--- src/rtl/johnson_pkg.sv ---
// johnson_pkg: shared state type, widths and Johnson-code helpers.
package johnson_pkg;
    typedef enum logic [1:0] {SEARCH, ACQUIRE, LOCKED} state_t;
    localparam int N_DEF = 4;
    localparam int IDX_W = $clog2(2 * N_DEF);
    function automatic logic jc_is_legal(input logic [31:0] jc, input int n);
        int t;
        t = 0;
        for (int i = 0; i < n - 1; i++) t += int'(jc[i] != jc[i + 1]);
        return t <= 1;
    endfunction
    // Phase 0 is the counter reset value (MSB set, rest clear).
    function automatic int jc_to_idx(input logic [31:0] jc, input int n);
        int p;
        p = 0;
        for (int i = 0; i < n; i++) p += int'(jc[i]);
        return jc[n - 1] ? p - 1 : 2 * n - 1 - p;
    endfunction
endpackage

--- src/rtl/johnson_code_check.sv ---
// johnson_code_check: combinational legality check and phase decode of a Johnson code.
module johnson_code_check
    import johnson_pkg::*;
#(
    parameter int N = 4
) (
    input  logic [N-1:0]              jc,
    output logic                      legal,
    output logic [$clog2(2*N)-1:0]    idx
);
    localparam int IW = $clog2(2 * N);
    always_comb begin
        legal = jc_is_legal(32'(jc), N);
        idx   = IW'(jc_to_idx(32'(jc), N));
    end
endmodule

--- src/rtl/johnson_decoder.sv ---
// johnson_decoder: samples a Johnson-coded bus, registers its phase index and
// tracks sequence lock with a saturating error count.
module johnson_decoder
    import johnson_pkg::*;
#(
    parameter int N          = 4,
    parameter int LOCK_CNT   = 3,
    parameter int ALLOW_HOLD = 0
) (
    input  logic                      clk,
    input  logic                      rst,
    input  logic                      jc_valid,
    input  logic [N-1:0]              jc,
    input  logic                      err_clr,
    output logic [$clog2(2*N)-1:0]    idx,
    output logic                      idx_valid,
    output logic                      illegal_code,
    output logic                      seq_err,
    output logic                      wrap,
    output logic                      locked,
    output logic [7:0]                err_cnt
);
    localparam int IW = $clog2(2 * N);
    localparam logic [IW-1:0] LAST = IW'(2 * N - 1);
    state_t state_q, state_d;
    logic [3:0] good_q, good_d, good_inc;
    logic [IW-1:0] prev_q, prev_d, idx_q, idx_d, dec, nxt;
    logic idx_valid_q, idx_valid_d, ill_q, ill_d, seq_q, seq_d, wrap_q, wrap_d;
    logic [7:0] err_q, err_d;
    logic legal, good_step, err_ev;
    johnson_code_check #(.N(N)) u_check (.jc(jc), .legal(legal), .idx(dec));
    // Explicit wrap keeps the mod-2N step correct when 2N is not a power of two.
    assign nxt       = (prev_q == LAST) ? '0 : prev_q + 1'b1;
    assign good_step = (dec == nxt) || (ALLOW_HOLD != 0 && dec == prev_q);
    assign good_inc  = (good_q == 4'hF) ? 4'hF : good_q + 4'd1;
    assign err_ev    = ill_d | seq_d;
    always_comb begin
        state_d     = state_q;
        good_d      = good_q;
        prev_d      = prev_q;
        idx_d       = idx_q;
        idx_valid_d = 1'b0;
        ill_d       = 1'b0;
        seq_d       = 1'b0;
        wrap_d      = 1'b0;
        if (jc_valid && !legal) begin
            ill_d   = 1'b1;
            state_d = SEARCH;
        end else if (jc_valid) begin
            idx_valid_d = 1'b1;
            idx_d       = dec;
            prev_d      = dec;
            case (state_q)
                SEARCH: begin
                    good_d  = 4'd1;
                    state_d = (LOCK_CNT == 1) ? LOCKED : ACQUIRE;
                end
                default: begin
                    if (good_step) begin
                        good_d  = good_inc;
                        wrap_d  = (state_q == LOCKED) && (prev_q == LAST) && (dec == '0);
                        state_d = (good_inc >= 4'(LOCK_CNT)) ? LOCKED : state_q;
                    end else begin
                        seq_d   = 1'b1;
                        good_d  = 4'd1;
                        state_d = ACQUIRE;
                    end
                end
            endcase
        end
        err_d = err_clr ? {7'd0, err_ev} : (err_ev && err_q != 8'hFF) ? err_q + 8'd1 : err_q;
    end
    always_ff @(posedge clk or negedge rst) begin
        if (!rst) begin
            state_q     <= SEARCH;
            good_q      <= '0;
            prev_q      <= '0;
            idx_q       <= '0;
            idx_valid_q <= 1'b0;
            ill_q       <= 1'b0;
            seq_q       <= 1'b0;
            wrap_q      <= 1'b0;
            err_q       <= '0;
        end else begin
            state_q     <= state_d;
            good_q      <= good_d;
            prev_q      <= prev_d;
            idx_q       <= idx_d;
            idx_valid_q <= idx_valid_d;
            ill_q       <= ill_d;
            seq_q       <= seq_d;
            wrap_q      <= wrap_d;
            err_q       <= err_d;
        end
    end
    assign idx          = idx_q;
    assign idx_valid    = idx_valid_q;
    assign illegal_code = ill_q;
    assign seq_err      = seq_q;
    assign wrap         = wrap_q;
    assign locked       = (state_q == LOCKED);
    assign err_cnt      = err_q;
endmodule
--- config.mk ---
export PLATFORM = sky130hd
export DESIGN_NAME = johnson_decoder
export DESIGN_NICKNAME = d
export VERILOG_FILES = /design/src/rtl/johnson_pkg.sv /design/src/rtl/johnson_code_check.sv /design/src/rtl/johnson_decoder.sv
export SDC_FILE = /design/constraint.sdc
export NUM_CORES = 1
export LEC_CHECK = 0
export ABC_CLOCK_PERIOD_IN_PS = 4000
export BUFFER_PORTS_ARGS = -buffer_cell sky130_fd_sc_hd__buf_2
export CAP_MARGIN = 40
export CORE_MARGIN = 5
export CORE_UTILIZATION = 59
export CTS_CLUSTER_DIAMETER = 50
export DETAILED_ROUTE_END_ITERATION = 8
export PLACE_DENSITY = 0.84
export SETUP_SLACK_MARGIN = 0.3
export SYNTH_ARGS = -nofsm -noshare
export SYNTH_HDL_FRONTEND = slang
export SYNTH_SLANG_ARGS = --single-unit
export TNS_END_PERCENT = 100
--- constraint.sdc ---
create_clock -name clk -period 4 [get_ports clk]
set_input_delay 0.4 -clock clk [delete_from_list [all_inputs] [get_ports clk]]
set_output_delay 0.4 -clock clk [all_outputs]
set_load 0.05 [all_outputs]
==> results of run 1 <==
stage by stage:
stage                     util [%]  area [µm²]  cells  total power [mW]
after global routing         68.87        1509    198            0.8145
after floorplan                  -        1344    146            0.5717
final                        68.87        1509    198            0.7586
after detailed placement     67.62        1481    194            0.6529
after CTS                    68.87        1509    198            0.7598
after global placement       67.62        1481    194            0.6408
cell usage after synthesis (2+ instances only):
library cell / n
sky130_fd_sc_hd__dfrtp_1: 21
sky130_fd_sc_hd__nand2_1: 14
sky130_fd_sc_hd__nor2_1: 14
sky130_fd_sc_hd__inv_1: 11
sky130_fd_sc_hd__a21oi_1: 8
sky130_fd_sc_hd__nor2b_1: 8
sky130_fd_sc_hd__ha_1: 7
sky130_fd_sc_hd__nand3_1: 6
sky130_fd_sc_hd__mux2_2: 5
sky130_fd_sc_hd__nor3_1: 3
sky130_fd_sc_hd__o211ai_1: 3
sky130_fd_sc_hd__o21ai_0: 3
sky130_fd_sc_hd__o31ai_1: 3
sky130_fd_sc_hd__a211oi_1: 2
sky130_fd_sc_hd__a21o_1: 2
sky130_fd_sc_hd__a21oi_2: 2
sky130_fd_sc_hd__a31oi_1: 2
sky130_fd_sc_hd__and2_1: 2
sky130_fd_sc_hd__and4_1: 2
sky130_fd_sc_hd__clkbuf_1: 2
sky130_fd_sc_hd__o21a_1: 2
sky130_fd_sc_hd__o32ai_1: 2
sky130_fd_sc_hd__xnor2_1: 2
sky130_fd_sc_hd__xor2_1: 2
flip-flops by register name, summed over array words and instances (netlist names):
name          cells
err_cnt           8
good_q            4
idx               3
idx_valid         1
illegal_code      1
seq_err           1
state_q           2
wrap              1
per-layer routing:
metal  routed length, µm  global-route usage (%)  vias to the layer above
met5                   0                       0                        -
li1                    -                       -                      571
met3                 112                   2.450                        5
met1                1276                   23.28                      562
met4                  54                   8.278                        0
met2                1408                   31.45                       21
area by class of cell:
cell class / instances / area, µm² / share of cell area, %
sequential: 21 / 525.5 / 34.83
timing repair buffer: 23 / 115.1 / 7.628
inverter: 11 / 41.29 / 2.736
multi-input combinational: 111 / 764.5 / 50.66
tap: 28 / 35.03 / 2.322
clock inverter: 1 / 5.005 / 0.3317
clock buffer: 3 / 22.52 / 1.493
worst reg2reg max path, cell delays in order (launching register included):
cell and delay [ns]:
sky130_fd_sc_hd__dfrtp_1 0.44, sky130_fd_sc_hd__ha_1 0.21, sky130_fd_sc_hd__ha_1 0.29, sky130_fd_sc_hd__xnor3_1 0.42, sky130_fd_sc_hd__o32a_2 0.42, sky130_fd_sc_hd__o211ai_1 0.19, sky130_fd_sc_hd__mux2_2 0.35
cell families after synthesis:
logic type,share of synthesized area [%]
muxes,4.935
buffers and inverters,4.004
xor gates and xnor gates,4.283
DFF,39.11
and+or+nand+nor,20.21
AOI/OAI and AO/OA,19.46
adders and majority gates,8.007
power groups by stage:
stage	combinational, mW	sequential (mW)	clock (mW)
after global routing	0.399	0.294	0.122
final	0.364	0.287	0.107
after floorplan	0.220	0.351	0
after CTS	0.363	0.288	0.109
after detailed placement	0.361	0.292	0
after global placement	0.352	0.289	0
worst max-delay path by stage:
stage | from | end | slack (ns) | cells after the start
after CTS | jc[0] | err_cnt[2]$_DFFE_PN0P_ | 0.97 | 13
after global placement | jc[0] | state_q[0]$_DFFE_PN0P_ | 0.76 | 13
after global routing | jc[0] | err_cnt[2]$_DFFE_PN0P_ | 0.84 | 13
final | jc[0] | err_cnt[2]$_DFFE_PN0P_ | 0.97 | 13
after detailed placement | jc[0] | err_cnt[2]$_DFFE_PN0P_ | 0.64 | 13
after floorplan | jc[0] | err_cnt[2]$_DFFE_PN0P_ | 0.95 | 12
==> parameters.txt, run 1 <==
Parameter                              Value

Status
  Result of the run    finished, final reports clean

Timing
  WHS    0.02227 ns
  Max-slew violation count    0
  Number of hold violations in the final report    0
  Fin worst setup slack    0.9694 ns
  Period utilisation layout    75.76%
  Headroom to the max-slew limit    58.59%
  Clock skew after layout    0.003466 ns
  RSZ-0062 raised after global routing    false
  Achievable clock frequency    0.3300 GHz
  Transition time at the pin with the least slew margin    0.6159 ns
  Total Negative Setup Slacks    0 ns
  Shortest period the worst path allows    3.031 ns
  Setup-violating endpoint count in the final report    0

Setup path
  Reg2Reg Capture Point    err_cnt[2]$_DFFE_PN0P_
  Sort of element at the start of the critical path    input port
  Slowest stage cell on the critical path    sky130_fd_sc_hd__o32a_2
  Required time of the critical path    4.21 ns
  Class of the most critical setup path    in -> reg
  Category of cells accounting for the largest share of critical-path delay    adder cells
  Worst reg2reg setup slack    1.58 ns
  Worst Reg-to-Reg Cells    6
  WP data arrival    3.25 ns
  Buffers plus inverters on the worst setup path    4
  Crit-path max FO    5
  RR Startpoint    idx[0]$_DFFE_PN0P_
  Worst-path cell chain    buf_2 -> ha_1 -> inv_1 -> fa_1 -> inv_1 -> ha_1 -> inv_1 -> ha_1 -> and2b_2 -> xnor3_1 -> o32a_2 -> o211ai_1 -> mux2_2
  Longest individual stage delay on the worst path    0.42 ns
  Kind of end point of the critical path    flop

Place
  Place WS    0.6382 ns
  Port-buffer cells    23
  Detailed Place HPWL    2155 µm
  Final GP Congestion    0.8793

Floorplanning
  Initial core utilization    61.34%
  Overall die width    57.73 µm
  Die area    3332 µm²
  Top-level port count    24
  Floorplan Core Area    2191 µm²
  Standard-cell row count    17
  Height of the die    57.73 µm

Logic synthesis
  Syn Std Cell Area    1344 µm²
  Cells after Synth    146
  Yosys synthesis warning count    0
  Area share of the largest cell type after synthesis    39.11%
  EDFF count, synth    0
  Synthesized area divided by synthesized cell count    9.204 µm²
  Fraction of the yosys area taken by sequential cells    39.11%
  Unique cell type count in the Yosys netlist    42
  Prevailing post-synth register cell    sky130_fd_sc_hd__dfrtp_1
  Number of nets produced by synthesis    162
  Leading area contributor after synthesis    sky130_fd_sc_hd__dfrtp_1
  Share of flip-flops with an asynchronous set or reset after synthesis    100.0%
  Synth area leaders    sky130_fd_sc_hd__dfrtp_1, sky130_fd_sc_hd__ha_1, sky130_fd_sc_hd__mux2_2
  Number of storage elements in the synthesis netlist    21

Detailed routing
  Violation count after the first detailed-route iteration    21
  Wirelength per Cell    14.40 µm
  Overall via count from detail_route    1159
  Remaining DRCs    0
  Total routed wirelength    2851 µm
  Antenna violation net count after detailed routing    0
  Via-per-instance ratio    5.854
  1st-pass router iterations    4

GRT
  Final global-route overflow total    0
  Number of global-route vias before repair    1132
  Antenna violations before repair    0
  Largest net degree at the start of global routing    22
  Overall global routing resource usage    18.49%
  Wire length of the first global-routing pass    4843 µm

Clock network
  Number of hold buffers added after cts    0
  H-tree levels    1
  Cell at the root of the clock tree    sky130_fd_sc_hd__clkbuf_4
  Post-CTS setup repair buffer count    0
  Maximum root-to-sink buffer count    2
  Cts bufs inserted    3
  CTS tree    done
  Post-CTS resize count    0
  TritonCTS sink count    21
  Insertion delay of the later-clocked pin in the worst-skew pair    0.31 ns
  Clock transition time at the flip-flop clock pins of the worst setup and hold paths    0.12 ns

Power
  Combinational share of power    48.0%
  Relative contribution of sequential cells to total power    37.9%
  Share of total power in the clock network    14.1%
  Internal power of the cells    0.4096 mW
  Net switching fraction of the power    46.01%
  NetSw    0.3491 mW
  Peak VDD IR    0.0004023 V
  Total power divided by cell area    502.8 nW/µm²
  Leak pwr    0.7419 nW

Cells and area
  Antenna diode instance count    0
  Layout cells sized above 1    22.35%
  Most common cell after layout, fill and taps aside    sky130_fd_sc_hd__buf_2
  Area growth, synth to finish    12.29%
  Final-stage net count    187
  Filler instances    176
  Most frequent cells in the layout    sky130_fd_sc_hd__buf_2, sky130_fd_sc_hd__dfrtp_1, sky130_fd_sc_hd__nor2_1, sky130_fd_sc_hd__nand2_1, sky130_fd_sc_hd__inv_1

Hold path
  Hold Path Class    in -> async

Job
  Maximum Capacitance Violations    0
No activity file was read; power rests on OpenSTA's default activity.
==> run 2, diff against run 1 <==
Settings changed: ABC_AREA set to 1, ABC_CLOCK_PERIOD_IN_PS 4000 to 3150, CORE_UTILIZATION 59 to 54, PLACE_DENSITY 0.84 to 0.78.
Clock period 4 ns to 3.15 ns, I/O delays scaled along.
==> parameters.txt, run 2 <==
Parameter                              Value

Logic synthesis
  Share of flip-flops with an asynchronous set or reset after synthesis    100.0% (unchanged)
  Cells after Synth    178 (+22%)
  Area share of the largest cell type after synthesis    39.70% (+0.59 points)
  EDFF count, synth    0 (unchanged)
  Unique cell type count in the Yosys netlist    24 (-43%)
  Most common cell in the netlist    sky130_fd_sc_hd__nand2_1
  Fraction of the yosys area taken by sequential cells    39.70% (+0.59 points)
  Synth area leaders    sky130_fd_sc_hd__dfrtp_1, sky130_fd_sc_hd__nand2_1, sky130_fd_sc_hd__nand3_1
  Prevailing post-synth register cell    sky130_fd_sc_hd__dfrtp_1
  Syn Std Cell Area    1324 µm² (-1.5%)
  Leading area contributor after synthesis    sky130_fd_sc_hd__dfrtp_1
  Number of storage elements in the synthesis netlist    21 (unchanged)
  Yosys synthesis warning count    0 (unchanged)
  Number of nets produced by synthesis    194 (+20%)
  Synthesized area divided by synthesized cell count    7.437 µm² (-19%)
  Leading cell types by count after synthesis    sky130_fd_sc_hd__nand2_1, sky130_fd_sc_hd__dfrtp_1, sky130_fd_sc_hd__inv_1, sky130_fd_sc_hd__nand3_1, sky130_fd_sc_hd__nor2_1

Setup path
  Sort of element at the start of the critical path    input port
  Longest individual stage delay on the worst path    0.37 ns (-0.05 ns)
  Class of the most critical setup path    in -> reg
  Buffers plus inverters on the worst setup path    4 (unchanged)
  Category of cells accounting for the largest share of critical-path delay    adder cells
  Worst-path cell chain    buf_2 -> ha_1 -> inv_1 -> fa_1 -> inv_1 -> ha_1 -> inv_1 -> ha_1 -> nand2_1 -> nand2_2 -> nand2_1 -> nand2_1 -> nor2_2 -> nand2_2 -> nand2_2 -> nand2_4 -> nand2_4 -> nand2_4 -> nand2_1 -> nand2_1
  WP data arrival    2.71 ns (-0.54 ns)
  Cell mode on critical path    sky130_fd_sc_hd__nand2_1
  Slowest stage cell on the critical path    sky130_fd_sc_hd__fa_1
  Required time of the critical path    3.35 ns (-0.86 ns)
  Kind of end point of the critical path    flop
  Crit-path max FO    9 (+4)

Cells and area
  Layout cells sized above 1    20.10% (-2.3 points)
  Area occupied by multi-input gates    706.9 µm² (-7.5%)
  Area growth, synth to finish    13.70%
  Most frequent cells in the layout    sky130_fd_sc_hd__nand2_1, sky130_fd_sc_hd__buf_2, sky130_fd_sc_hd__dfrtp_1
  Antenna diode instance count    0 (unchanged)
  Filler instances    216 (+23%)
  Flip-flop and latch area    525.5 µm² (unchanged)
  Number of flip-flops under the largest register name    8 (unchanged)
  Most common cell after layout, fill and taps aside    sky130_fd_sc_hd__nand2_1
  Final-stage net count    221 (+18%)

GRT
  Final global-route overflow total    0 (unchanged)
  Overall global routing resource usage    17.51% (-0.98 points)
  Antenna violations before repair    0 (unchanged)
  Number of global-route vias before repair    1150 (+1.6%)
  Largest net degree at the start of global routing    22 (unchanged)
  Wire length of the first global-routing pass    4705 µm (-2.8%)

Job
  Maximum Capacitance Violations    0 (unchanged)

Power
  Peak VDD IR    0.0003853 V (-4.2%)
  Relative contribution of sequential cells to total power    40.6% (+2.7 points)
  Leak pwr    0.8527 nW (+15%)
  NetSw    0.3848 mW (+10%)
  Share of total power in the clock network    14.9% (+0.8 points)
  Total power divided by cell area    563.1 nW/µm² (+12%)
  Net switching fraction of the power    45.39% (-0.62 points)
  Internal power of the cells    0.4629 mW (+13%)
  Combinational share of power    44.6% (-3.4 points)

Timing
  Number of hold violations in the final report    0 (unchanged)
  Headroom to the max-slew limit    70.64% (+12 points)
  Max-slew violation count    0 (unchanged)
  RSZ-0062 raised after global routing    false
  Period utilisation layout    79.64%
  Fin worst setup slack    0.6412 ns (-0.3282 ns)
  Transition time at the pin with the least slew margin    0.4404 ns (-0.1756 ns)
  Total Negative Setup Slacks    0 ns (unchanged)
  Achievable clock frequency    0.3986 GHz
  Setup-violating endpoint count in the final report    0 (unchanged)
  Clock skew after layout    0.008998 ns (+0.005532 ns)
  Shortest period the worst path allows    2.509 ns

Floorplanning
  Overall die width    59.51 µm (+3.1%)
  Height of the die    59.51 µm (+3.1%)
  Floorplan Core Area    2410 µm² (+10%)
  Standard-cell row count    18 (+1)
  Die area    3541 µm² (+6.3%)
  Top-level port count    24 (unchanged)
  Initial core utilization    54.93% (-6.4 points)

Place
  Final GP Congestion    0.8871 (+0.89%)
  Place WS    0.3007 ns (-0.3375 ns)
  Detailed Place HPWL    2265 µm (+5.1%)
  Port-buffer cells    23 (unchanged)

Detailed routing
  Via-per-instance ratio    5.188 (-11%)
  Overall via count from detail_route    1214 (+4.7%)
  Wirelength per Cell    11.66 µm (-19%)
  Remaining DRCs    0 (unchanged)
  Antenna violation net count after detailed routing    0 (unchanged)
  1st-pass router iterations    4 (unchanged)
  Total routed wirelength    2729 µm (-4.3%)
  Violation count after the first detailed-route iteration    38 (+81%)

Clock network
  Maximum root-to-sink buffer count    2 (unchanged)
  H-tree levels    1 (unchanged)
  Insertion delay of the later-clocked pin in the worst-skew pair    0.30 ns (about the same)
  Cts bufs inserted    3 (unchanged)
  CTS tree    done
  TritonCTS sink count    21 (unchanged)
  Cell at the root of the clock tree    sky130_fd_sc_hd__clkbuf_4
  Clock transition time at the flip-flop clock pins of the worst setup and hold paths    0.11 ns (about the same)

Status
  Result of the run    finished, final reports clean

Hold path
  Hold Path Class    in -> reg
run 2: changes by cell type in the layout (fill, tap and decap cells not counted), sizes merged, moves of 3 or more:
cell	delta
nor2	+4
o21ai	+3
nand3	+15
o31ai	-3
inv	+10
nor2b	-8
mux2	-5
nand4	+3
a21oi	-8
o211ai	-3
nand2	+47
run 2: layer usage:
metal | track usage (%) | vias up | routed length [µm]
li1 | - | 624 | -
met1 | 20.25 | 553 | 1179
met2 | 32.14 | 33 | 1369
met3 | 2.614 | 4 | 144
met4 | 6.646 | 0 | 36
met5 | 0 | - | 0
run 2: timing repair:
action / in CTS / in global routing
resized for setup: 0 / 0
hold buffers: 1 / 0
buffers inserted: 0 / 0
hold endpoints to repair: 21 / 0
run 2: area by class of cell:
cell class	instances	share of cell area, %
repair buffers	24	8.313
well taps	30	2.494
multi-input cells	133	46.97
inverters	22	5.486
clock inverters	1	0.3325
flip-flops and latches	21	34.91
clock buffers	3	1.496
run 2: path summary, 6_finish.rpt:
path	cells past startpoint	end	slack, ns	from
worst min-delay path	2	state_q[1]$_DFFE_PN0P_	0.27	jc_valid
worst max-delay path	20	err_cnt[3]$_DFFE_PN0P_	0.64	jc[0]
worst min register to register	2	state_q[0]$_DFFE_PN0P_	0.57	state_q[0]$_DFFE_PN0P_
min in group asynchronous	2	err_cnt[5]$_DFFE_PN0P_	0.47	rst
max in group asynchronous	2	illegal_code$_DFF_PN0_	2.37	rst
worst max register to register	12	err_cnt[3]$_DFFE_PN0P_	1.20	idx[0]$_DFFE_PN0P_
run 2: cell families after synthesis:
kind of cell	after synthesis	share of synthesized area [%]
AND/OR/NAND/NOR	111	38.66
buffers and inverters	24	6.898
flip-flops	21	39.70
AO/OA/AOI/OAI	10	3.970
adder cells (fa/ha/maj)	8	8.128
XOR/XNOR	4	2.646
run 2: power groups by stage:
stage                     clock [mW]  sequential, mW  combinational [mW]
after floorplan                    0           0.428               0.207
after global placement             0           0.346               0.366
after detailed placement           0           0.348               0.380
after CTS                      0.129           0.343               0.381
after global routing           0.142           0.350               0.424
final                          0.126           0.344               0.378
run 2: per-stage QoR:
stage          power [mW]  instances  cell area, µm²  hold slack (ns)  utilization (%)
2_1_floorplan      0.6349        178            1324          0.01941                -
3_3_place_gp       0.7123        229            1468           0.2932            60.90
3_5_place_dp       0.7277        229            1468           0.2970            60.90
4_1_cts            0.8539        234            1505           0.2616            62.46
5_1_grt            0.9164        234            1505           0.2802            62.46
6_report           0.8476        234            1505           0.2675            62.46
==> run 3, diff against run 2 <==
Settings changed: ABC_AREA 1 to 0, ABC_CLOCK_PERIOD_IN_PS 3150 to 2400, CORE_UTILIZATION 54 to 55, PLACE_DENSITY 0.78 to 0.79.
Clock period 3.15 ns to 2.4 ns, I/O delays scaled along.
==> parameters.txt, run 3 (synthesized netlist as in run 1, its figures left out) <==
Parameter                              Value

Setup path
  WP data arrival    2.85 ns (+0.14 ns)
  Sort of element at the start of the critical path    input port
  Crit-path max FO    4 (-5)
  Class of the most critical setup path    in -> reg
  Buffers plus inverters on the worst setup path    4 (unchanged)
  Kind of end point of the critical path    flop
  Worst-path cell chain    buf_6 -> ha_4 -> inv_2 -> fa_2 -> inv_2 -> ha_4 -> inv_4 -> ha_4 -> mux2i_4 -> xnor2_4 -> o32a_4 -> o211ai_1 -> mux2_4
  Cell mode on critical path    sky130_fd_sc_hd__ha_4
  Longest individual stage delay on the worst path    0.37 ns (about the same)
  Slowest stage cell on the critical path    sky130_fd_sc_hd__o32a_4
  Category of cells accounting for the largest share of critical-path delay    adder cells
  Required time of the critical path    2.61 ns (-0.74 ns)
  Worst reg2reg setup slack    -0.19 ns (-1.39 ns)

Detailed routing
  Overall via count from detail_route    1391 (+15%)
  Wirelength per Cell    17.66 µm (+51%)
  Remaining DRCs    0 (unchanged)
  Via-per-instance ratio    6.182 (+19%)
  Antenna violation net count after detailed routing    0 (unchanged)
  1st-pass router iterations    4 (unchanged)
  Total routed wirelength    3973 µm (+46%)
  Violation count after the first detailed-route iteration    90 (+140%)

Hold path
  Hold Path Class    in -> reg

GRT
  Overall global routing resource usage    22.71% (+5.2 points)
  Number of global-route vias before repair    1311 (+14%)
  Largest net degree at the start of global routing    22 (unchanged)
  Antenna violations before repair    0 (unchanged)
  Final global-route overflow total    0 (unchanged)
  Wire length of the first global-routing pass    5975 µm (+27%)

Place
  Port-buffer cells    23 (unchanged)
  Detailed Place HPWL    2448 µm (+8.1%)
  Number of placed cells counting well taps    210 (-8.3%)
  Placed cell areas    1639 µm² (+12%)
  Final GP Congestion    0.8012 (-9.7%)

Floorplanning
  Standard-cell row count    18 (unchanged)
  Initial core utilization    55.76% (+0.83 points)
  Top-level port count    24 (unchanged)
  Height of the die    59.43 µm (-0.13%)
  Floorplan Core Area    2410 µm² (unchanged)
  Overall die width    59.43 µm (-0.13%)
  Die area    3532 µm² (-0.27%)

Timing
  RSZ-0062 raised after global routing    true
  Period utilisation layout    109.8%
  Setup-violating endpoint count in the final report    15 (+15)
  Transition time at the pin with the least slew margin    0.6605 ns (+0.2201 ns)
  Achievable clock frequency    0.3793 GHz
  Fin worst setup slack    -0.2361 ns (-0.8773 ns)
  Shortest period the worst path allows    2.636 ns
  Headroom to the max-slew limit    55.82% (-15 points)
  Clock skew after layout    0.008066 ns (-0.0009321 ns)
  Max-slew violation count    0 (unchanged)
  Number of hold violations in the final report    0 (unchanged)

Clock network
  CTS tree    done
  Maximum root-to-sink buffer count    2 (unchanged)
  Clock transition time at the flip-flop clock pins of the worst setup and hold paths    0.12 ns (about the same)
  H-tree levels    1 (unchanged)
  Cell at the root of the clock tree    sky130_fd_sc_hd__clkbuf_4
  Cts bufs inserted    3 (unchanged)
  TritonCTS sink count    21 (unchanged)
  Insertion delay of the later-clocked pin in the worst-skew pair    0.31 ns (about the same)

Cells and area
  Antenna diode instance count    0 (unchanged)
  Final instance area    1922 µm² (+28%)
  Number of flip-flops under the largest register name    8 (unchanged)
  Area growth, synth to finish    43.02%
  Final-stage net count    212 (-4.1%)
  Most frequent cells in the layout    sky130_fd_sc_hd__dfrtp_1, sky130_fd_sc_hd__buf_2, sky130_fd_sc_hd__buf_4
  Layout cells sized above 1    43.59% (+23 points)
  Post-layout instance count excluding filler cells    225 (-3.8%)

Power
  Total power divided by cell area    901.8 nW/µm² (+60%)
  Leak pwr    0.8984 nW (+5.4%)
  Final Total Pwr    1.733 mW (+100%)
  Peak VDD IR    0.0006884 V (+79%)

Job
  Maximum Capacitance Violations    0 (unchanged)

Status
  Violated checks    negative setup slack
  Result of the run    finished with violations
==> run 3: worst reg2reg max path, stage by stage (launching register included) <==
cell,delay [ns]
sky130_fd_sc_hd__dfrtp_1,0.44
sky130_fd_sc_hd__ha_1,0.24
sky130_fd_sc_hd__ha_1,0.21
sky130_fd_sc_hd__nor2_1,0.16
sky130_fd_sc_hd__xor2_1,0.56
sky130_fd_sc_hd__a32oi_1,0.29
sky130_fd_sc_hd__a21boi_1,0.24
sky130_fd_sc_hd__mux2_2,0.35
==> run 3: layer usage <==
layer	vias up	global-route usage, %	wire, µm	part of all wire (%)
met3	23	3.268	221	5.6
li1	621	-	-	-
met1	684	25.48	1426	36
met2	63	42.28	2153	54
met5	-	0	0	0
met4	0	9.061	172	4.3
==> run 3: path summary, 6_finish.rpt <==
check                                    from                     end  cells past startpoint
min reg2reg                idx[1]$_DFFE_PN0P_      idx[1]$_DFFE_PN0P_                      2
min in group asynchronous                 rst  state_q[1]$_DFFE_PN0P_                      2
max in group asynchronous                 rst  illegal_code$_DFF_PN0_                      2
max reg2reg                idx[0]$_DFFE_PN0P_  err_cnt[3]$_DFFE_PN0P_                      7
max                                     jc[0]  err_cnt[2]$_DFFE_PN0P_                     13
min                                   err_clr  err_cnt[1]$_DFFE_PN0P_                      2
==> run 3: layout make-up <==
class	instances	area (µm²)
Tap cell	30	37.54
Clock buffer	3	22.52
Multi-Input combinational cell	111	954.7
Clock inverter	1	5.005
Fill cell	140	488.0
Inverter	11	43.79
Timing Repair Buffer	48	332.8
Sequential cell	21	525.5
==> run 3: repair_timing <==
item	4_1_cts	5_1_grt
resized for setup	17	14
endpoints found under the setup margin	16	16
hold endpoints to repair	21	0
hold buffers	1	0
buffers inserted	5	5
pin swaps	11	6
==> run 3: through the flow <==
| stage | setup TNS (ns) | hold WS, ns | setup WS [ns] | util (%) |
|---|---|---|---|---|
| after global placement | -7.726 | 0.2181 | -0.5787 | 68.02 |
| after CTS | -1.534 | 0.2414 | -0.1946 | 74.92 |
| after global routing | -3.014 | 0.2580 | -0.3087 | 79.75 |
| after detailed placement | -8.714 | 0.2223 | -0.6353 | 68.02 |
| final | -1.840 | 0.2510 | -0.2361 | 79.75 |
| after floorplan | -3.544 | -0.05559 | -0.3457 | - |
==> run 3: where the power goes <==
group	switching [mW]	internal, mW
sequential	0.0824	0.415
clock	0.110	0.0624
combinational	0.585	0.479
